===== src/rtl/cpu_datapath_p.sv =====
// Parametrised accumulator datapath: AR/PC/DR/TR/IR/AC/Z, general register file,
// muxed internal bus, ALU and a memory handshake FSM with wait states and timeout.
module cpu_datapath_p #(
   parameter int              DW      = 8,
   parameter int              AW      = 16,
   parameter int              NREG    = 4,
   parameter logic [AW-1:0]   PC_RST  = '0,
   parameter int              TIMEOUT = 15
) (
   input  logic                     clk,
   input  logic                     rst,
   input  logic [2:0]               bus_sel,
   input  logic                     ar_load,
   input  logic                     ar_inc,
   input  logic                     pc_load,
   input  logic                     pc_inc,
   input  logic                     dr_load,
   input  logic                     tr_load,
   input  logic                     ir_load,
   input  logic                     r_load,
   input  logic                     ac_load,
   input  logic [$clog2(NREG)-1:0]  r_sel,
   input  logic [3:0]               alus,
   input  logic                     mem_rd,
   input  logic                     mem_wr,
   input  logic                     mem_ack,
   input  logic [DW-1:0]            mem_rdata,
   output logic [AW-1:0]            mem_addr,
   output logic [DW-1:0]            mem_wdata,
   output logic                     mem_req,
   output logic                     mem_we,
   output logic                     busy,
   output logic                     mem_done,
   output logic                     mem_err,
   output logic [AW-1:0]            dbus,
   output logic [DW-1:0]            ir,
   output logic [DW-1:0]            ac,
   output logic                     z
);

   localparam int CW = $clog2(TIMEOUT + 1);

   localparam logic [1:0] IDLE   = 2'd0;
   localparam logic [1:0] ACCESS = 2'd1;
   localparam logic [1:0] DONE   = 2'd2;

   logic [AW-1:0] ar;
   logic [AW-1:0] pc;
   logic [DW-1:0] dr;
   logic [DW-1:0] tr;
   logic [DW-1:0] rf [NREG];
   logic [DW-1:0] alu_b;
   logic [DW-1:0] alu_res;
   logic [1:0]    state;
   logic [CW-1:0] wcnt;
   logic          we_r;
   logic          access;
   logic          rd_ack;

   always_comb begin
      dbus = '0;
      case (bus_sel)
         3'd1:    dbus = pc;
         3'd2:    dbus = AW'(dr);
         3'd3:    dbus = AW'({dr, tr});
         3'd4:    dbus = AW'(ac);
         3'd5:    dbus = AW'(rf[r_sel]);
         3'd6:    dbus = AW'(tr);
         default: dbus = '0;
      endcase
   end

   assign alu_b = dbus[DW-1:0];

   always_comb begin
      alu_res = ac;
      case (alus)
         4'd0:    alu_res = alu_b;
         4'd1:    alu_res = ac + alu_b;
         4'd2:    alu_res = ac - alu_b;
         4'd3:    alu_res = ac & alu_b;
         4'd4:    alu_res = ac | alu_b;
         4'd5:    alu_res = ac ^ alu_b;
         4'd6:    alu_res = ~ac;
         4'd7:    alu_res = ac + 1'b1;
         4'd8:    alu_res = '0;
         4'd9:    alu_res = {ac[DW-2:0], 1'b0};
         4'd10:   alu_res = {1'b0, ac[DW-1:1]};
         default: alu_res = ac;
      endcase
   end

   assign access   = (state == ACCESS);
   assign rd_ack   = access & mem_ack & ~we_r;
   assign mem_req  = access;
   assign busy     = access;
   assign mem_we   = access & we_r;
   assign mem_done = (state == DONE);
   assign mem_addr = ar;

   always_ff @(posedge clk or posedge rst) begin
      if (rst) begin
         state     <= IDLE;
         wcnt      <= '0;
         we_r      <= 1'b0;
         mem_wdata <= '0;
         mem_err   <= 1'b0;
      end else begin
         // conflicting or out-of-turn start pulses only flag an error
         if ((mem_rd & mem_wr) || ((mem_rd | mem_wr) && state != IDLE))
            mem_err <= 1'b1;
         case (state)
            IDLE: begin
               if (mem_rd ^ mem_wr) begin
                  state <= ACCESS;
                  we_r  <= mem_wr;
                  wcnt  <= '0;
                  if (mem_wr)
                     mem_wdata <= dbus[DW-1:0];
               end
            end
            ACCESS: begin
               if (mem_ack) begin
                  state <= DONE;
               end else if (wcnt == CW'(TIMEOUT - 1)) begin
                  state   <= DONE;
                  mem_err <= 1'b1;
               end else begin
                  wcnt <= wcnt + 1'b1;
               end
            end
            DONE:    state <= IDLE;
            default: state <= IDLE;
         endcase
      end
   end

   always_ff @(posedge clk or posedge rst) begin
      if (rst) begin
         ar <= '0;
         pc <= PC_RST;
         dr <= '0;
         tr <= '0;
         ir <= '0;
         ac <= '0;
         z  <= 1'b0;
         for (int unsigned i = 0; i < NREG; i++)
            rf[i] <= '0;
      end else begin
         // AR is frozen while the memory is addressed
         if (!access) begin
            if (ar_load)
               ar <= dbus;
            else if (ar_inc)
               ar <= ar + 1'b1;
         end
         if (pc_load)
            pc <= dbus;
         else if (pc_inc)
            pc <= pc + 1'b1;
         if (rd_ack)
            dr <= mem_rdata;
         else if (dr_load)
            dr <= dbus[DW-1:0];
         if (tr_load)
            tr <= dbus[DW-1:0];
         if (ir_load)
            ir <= dr;
         if (r_load)
            rf[r_sel] <= dbus[DW-1:0];
         if (ac_load) begin
            ac <= alu_res;
            z  <= (alu_res == '0);
         end
      end
   end

endmodule


===== config.mk =====
export PLATFORM = sky130hd
export DESIGN_NAME = cpu_datapath_p
export DESIGN_NICKNAME = d
export VERILOG_FILES = /design/src/rtl/cpu_datapath_p.sv
export SDC_FILE = /design/constraint.sdc
export NUM_CORES = 1
export LEC_CHECK = 0
export BUFFER_PORTS_ARGS = -buffer_cell sky130_fd_sc_hd__buf_2
export CAP_MARGIN = 20
export CELL_PAD_IN_SITES_DETAIL_PLACEMENT = 2
export CELL_PAD_IN_SITES_GLOBAL_PLACEMENT = 2
export CORE_ASPECT_RATIO = 1.25
export CORE_MARGIN = 8
export CORE_UTILIZATION = 36
export DETAILED_ROUTE_END_ITERATION = 6
export HOLD_SLACK_MARGIN = 0.02
export PLACE_DENSITY = 0.9
export SETUP_SLACK_MARGIN = 0.1
export SLEW_MARGIN = 20
export SYNTH_ARGS = -nofsm -noshare
export SYNTH_HDL_FRONTEND = slang
export SYNTH_SLANG_ARGS = --single-unit

===== constraint.sdc =====
create_clock -name clk -period 4.2 [get_ports clk]
set_input_delay 0 -clock clk [delete_from_list [all_inputs] [get_ports clk]]
set_output_delay 0 -clock clk [all_outputs]
set_load 0.005 [all_outputs]

; After elaboration in Yosys (flattened, before gate mapping)
; Cells that the tools add are included.
[op_classes]
add_sub_neg = 6
mul = 0
div_mod_pow = 0
order_cmp = 2
n_eq_ne = 23
shifts = 0
mux = 26
n_bitwise = 13
n_reduce_logical = 16
[op_table]
columns = op, n
row1 = one-hot mux 16 bit (6 select lines), 1
row2 = one-hot mux 8 bit (11 select lines), 1
row3 = 2-to-1 mux 16 bit, 4
row4 = 2-to-1 mux 8 bit, 5
row5 = adder 16 x 1 -> 16 bit (second input constant), 2
row6 = bitwise mux 32 bit, 1
row7 = binary-select mux 8 bit (select 2 bit), 1
row8 = demux 8 bit (select 2 bit), 1
row9 = == test 4 x 3 -> 1 bit (second input constant), 4
row10 = == test 4 bit (second input constant), 4
row11 = 2-to-1 mux 4 bit, 3
row12 = nonzero test 2 bit, 5
row13 = == test 3 bit (second input constant), 3
row14 = adder 8 x 1 -> 8 bit (second input constant), 1
row15 = adder 8 bit, 1
row16 = bitwise AND 8 bit, 1
row17 = == test 4 x 2 -> 1 bit (second input constant), 2
row18 = zero test 8 bit, 1
row19 = NOT 8 bit, 1
row20 = OR 8 bit, 1
row21 = one-hot mux 4 bit (2 select lines), 1
row22 = subtractor 8 bit, 1
row23 = bitwise XOR 8 bit, 1
row24 = == test 3 x 2 -> 1 bit (second input constant), 2
row25 = other kinds (24), 38
[word_totals]
reg_bits = 113
latch_bits = 0
ram_bits = 0
romBits = 0
input_bits = 31
out_inout_bits = 62
n_memories = 0

; Logic depth before layout (Yosys ltp)
[logic_depth]
ltp_word = 8
mapped_depth = 19
mapped_depth_nobuf = 17

; Least setup slack after synthesis
; No wires, ideal clock.
[synth_path]
kind = reg2reg
from = reg rf[0] (netlist name)
to = reg z
setup_time_ns = 0.077
arrival_time_ns = 3.734
slack_ns = 0.390
path_stages_with_launch = 17
n_path_buf = 1
synth_period_minus_slack_ns = 3.810
path_cell_list = dfrtp_1 -> mux4_2 -> nand2_1 -> and3_1 -> clkbuf_1 -> ha_1 -> nor2_1 -> o21ai_0 -> ha_1 -> a211o_1 -> o221a_2 -> o41ai_2 -> xnor2_1 -> mux2i_1 -> o2111a_1 -> nand2_1 -> o21ai_1
[synth_via]
elab_chain_len = 7
[synth_lines]
columns = item, line
row1 = "start, declared", 51  ; logic [DW-1:0] rf [NREG];
row2 = "start signal, assigned by index", 170  ; rf[r_sel] <= dbus[DW-1:0];
row3 = binary-select mux 8 bit (select 2 bit) (*), 67  ; 3'd5: dbus = AW'(rf[r_sel]);
row4 = 2-to-1 mux 8 bit (not written as such) (*) (2 in series), 67
row5 = one-hot mux 16 bit (6 select lines) (*), 62  ; case (bus_sel)
row6 = "subtractor 8 bit, or another cell as far along", 80  ; 4'd2: alu_res = ac - alu_b;
row7 = one-hot mux 8 bit (11 select lines) (*), 77  ; case (alus)
row8 = zero test 8 bit (*), 173  ; z <= (alu_res == '0);
row9 = "end signal, assigned", 173
row10 = "end, declared", 38  ; output logic z
; Mark *: on every way between the ends. The rest lies on a longest branch, timed or not. The select of a mux whose other input is x is not followed.
; A chain may end at the register's enable or synchronous reset.

; Final worst setup path
[layout_path]
from = reg rf[3] (netlist name)
to = reg z
; The elaborated chain is that of the path after synthesis.

==> impl_metrics.toml <==
[outcome]
status = "finished, final reports clean"

[worst_setup_path]
cp-end-kind = "flop"
crit_type = "flop to flop"
required_ns = 4.51
cp_max_fo = 13
cp.arrival_ns = 4.43
critPathLaunchType = "flop"

[clock_tree]
cts-buffers-inserted = 17
cts_tree = "done"
clk_path_buf_depth = 2
htreeDepth = 4
clkLatencyLatePin_ns = 0.43
path_clk_slew_ns = 0.06
clock_tree.root_cell = "clkbuf_16"
numClockSinks = 113

[min_path]
hold_path_class = "input pin to flop"

[routing]
wl_um = 32100
drc = 0
wire_per_inst_um = 26.5
first_pass_iters = 5
via_count = 7237
ant_nets = 0
routed_via_density = 5.97
drt_iter0_drc = 494

[synthesis]
syn_inst = 828
syn_nets = 892
synth_edf_count = 0
yosysTopAreaCell = "dfrtp_1"
synth.distinct_cells = 68
yosysSeqAreaShare_pct = 39.1
yosysTopAreaCellShare_pct = 39.1
ys_seq_elements = 113
synth_ff_type = "dfrtp_1"
synthArstFlopShare_pct = 100
yosysWarnings = 0
syn_area_um2 = 7230
synth.avg_cell_area_um2 = 8.73
netlist_top_cells_area = "dfrtp_1, ha_1, o21ai_0"

[power]
power-per-cell-area_nw_per_um2 = 582
switching_share_pct = 39.4
netSwitchingPower_mw = 2.03
total_power_mw = 5.15
p_comb_share_pct = 33.9
pwr-share-seq_pct = 34.8
p_int_mw = 3.12
p_leak_nw = 4.04
p_clk_share_pct = 31.4
vdd_drop_max_mv = 0.277

[layout]
nNetsFinal = 993
fill_cells = 2172
fin_area_um2 = 8860
stdcell_count = 1213
drive_gt1_share_pct = 20.6
layout_commonest_cell = "dfrtp_1"
final_cell_mix = "dfrtp_1, nand2_1, buf_2, nor2_1, o21ai_0"
synthToLayoutAreaGrowth_pct = 22.6
fin_util_pct = 44.5

[place]
pre_cts_ws_ns = 0.164
placed_area_um2 = 7980
dpl.hpwl_um = 20700
place_inst = 1160
gp_congestion = 0.869
port_buffers = 92

[sta]
slew_violations = 0
worst_slack_ns = 0.0734
period_share_pct = 98.3
whs_ns = 0.0905
final_hold_viol_count = 0
period_minus_slack_ns = 4.13
clock.fmax_ghz = 0.242
setup_viol = 0
tightest_slew_ns = 1.02
slew_headroom_pct = 31.3
clock_skew_ns = 0.0168
finalSetupTns_ns = 0

[floorplan]
dieArea_um2 = 24900
row_count = 58
core_um2 = 19900
die_y_um = 174
floorplan.initialDensity_pct = 36.3
design.portCount = 93
die_w_um = 143

[global_routing]
grt_pass1_vias = 8259
grt_pass1_wl_um = 49500
grt_max_degree = 45
gr-total-overflow = 0
track_usage_pct = 26.2
antenna_found_initial = 2

[run]
cap_viol_max_count = 0
==> per-layer routing <==
metal / vias up / global-route usage (%) / wire length, um
li1: 3155 / - / -
met1: 3669 / 28.0 / 12000
met2: 310 / 45.8 / 16700
met3: 103 / 5.63 / 1730
met4: 0 / 16.5 / 1670
met5: - / 0 / 0
==> synth_stat cells (5+ instances only) <==
cell type,number
nand4_1,5
nor2b_1,7
nand2_1,98
dfrtp_1,113
o21ai_0,80
xnor2_1,11
nor3_1,18
buf_2,8
mux2_2,14
a31oi_1,14
nor2_1,86
o31ai_1,7
and3_1,21
xor2_1,15
ha_1,32
a21oi_1,59
nand3_1,14
and2_1,5
a32oi_1,6
mux2i_1,11
clkbuf_1,40
o22a_1,10
a21o_1,12
a22oi_1,7
inv_1,29
mux4_2,8
nand3b_1,23
nand2b_1,9
==> critical path: stages, from the launching register on <==
cell and delay [ns]:
dfrtp_1 0.39, mux4_2 0.54, and2_4 0.20, nor3_4 0.21, buf_6 0.24, and4_1 0.25
a21oi_1 0.12, nor3_1 0.24, a21o_1 0.14, ha_1 0.29, nor3_1 0.13, nor2_1 0.23
o41ai_4 0.15, xnor2_1 0.29, nand3_1 0.14, o2111a_1 0.29, nand2_1 0.08, o21ai_1 0.07
==> timing repair <==
item                                   4_1_cts  5_1_grt
endpoints found under the hold margin       74        0
hold buffers                                16        0
buffers inserted                             0        4
setup endpoints to repair                    0        3
gates resized for setup                      0       12
==> path summary, 6_finish.rpt <==
check / start / end / slack, ns / depth (start not counted)
max: rf[3]$_DFFE_PP0P_ / z$_DFFE_PP0P_ / 0.07 / 17
min: dr_load / dr[2]$_DFFE_PP0P_ / 0.09 / 3
max reg2reg: rf[3]$_DFFE_PP0P_ / z$_DFFE_PP0P_ / 0.07 / 17
min reg2reg: rf[19]$_DFFE_PP0P_ / rf[19]$_DFFE_PP0P_ / 0.50 / 2
max in group asynchronous: rst / rf[27]$_DFFE_PP0P_ / 2.98 / 4
min in group asynchronous: rst / ir[7]$_DFFE_PP0P_ / 0.18 / 3
==> power groups by stage <==
stage | Combinational [mW] | Sequential, mW | Clock (mW)
after global placement | 1.48 | 1.73 | 0
after detailed placement | 1.59 | 1.76 | 0
after floorplan | 0.956 | 1.64 | 0
final | 1.74 | 1.79 | 1.62
after global routing | 1.90 | 1.81 | 1.67
after CTS | 1.67 | 1.77 | 1.63
==> flip-flops by register name, indices dropped and copies added (netlist names) <==
signal / flops
rf: 32
mem_addr: 16
pc: 16
ac: 8
dr: 8
ir: 8
mem_wdata: 8
tr: 8
wcnt: 4
state: 2
mem_err: 1
we_r: 1
z: 1
==> cell type report <==
| class | count | area (um2) | area share [%] |
|---|---|---|---|
| flip-flops and latches | 113 | 2830 | 31.9 |
| inverters | 31 | 119 | 1.34 |
| repair buffers | 137 | 846 | 9.55 |
| multi-input cells | 629 | 4090 | 46.2 |
| diodes | 2 | 5.00 | 0.0565 |
| clock buffers | 19 | 453 | 5.11 |
| well taps | 270 | 338 | 3.81 |
| clock inverters | 12 | 180 | 2.03 |
==> kinds of logic (layout without fill, tap and decap cells) <==
family / Yosys count / in the layout / share of synthesized area (%)
simple gates: 309 / 309 / 21.0
buf+inv: 86 / 199 / 4.86
fa+ha+maj: 33 / 33 / 5.82
mux: 33 / 33 / 6.20
compound gates: 228 / 228 / 19.9
other cells: 0 / 2 / 0
flops: 113 / 113 / 39.1
xor+xnor: 26 / 26 / 3.15
No activity file was read; power rests on OpenSTA's default activity.
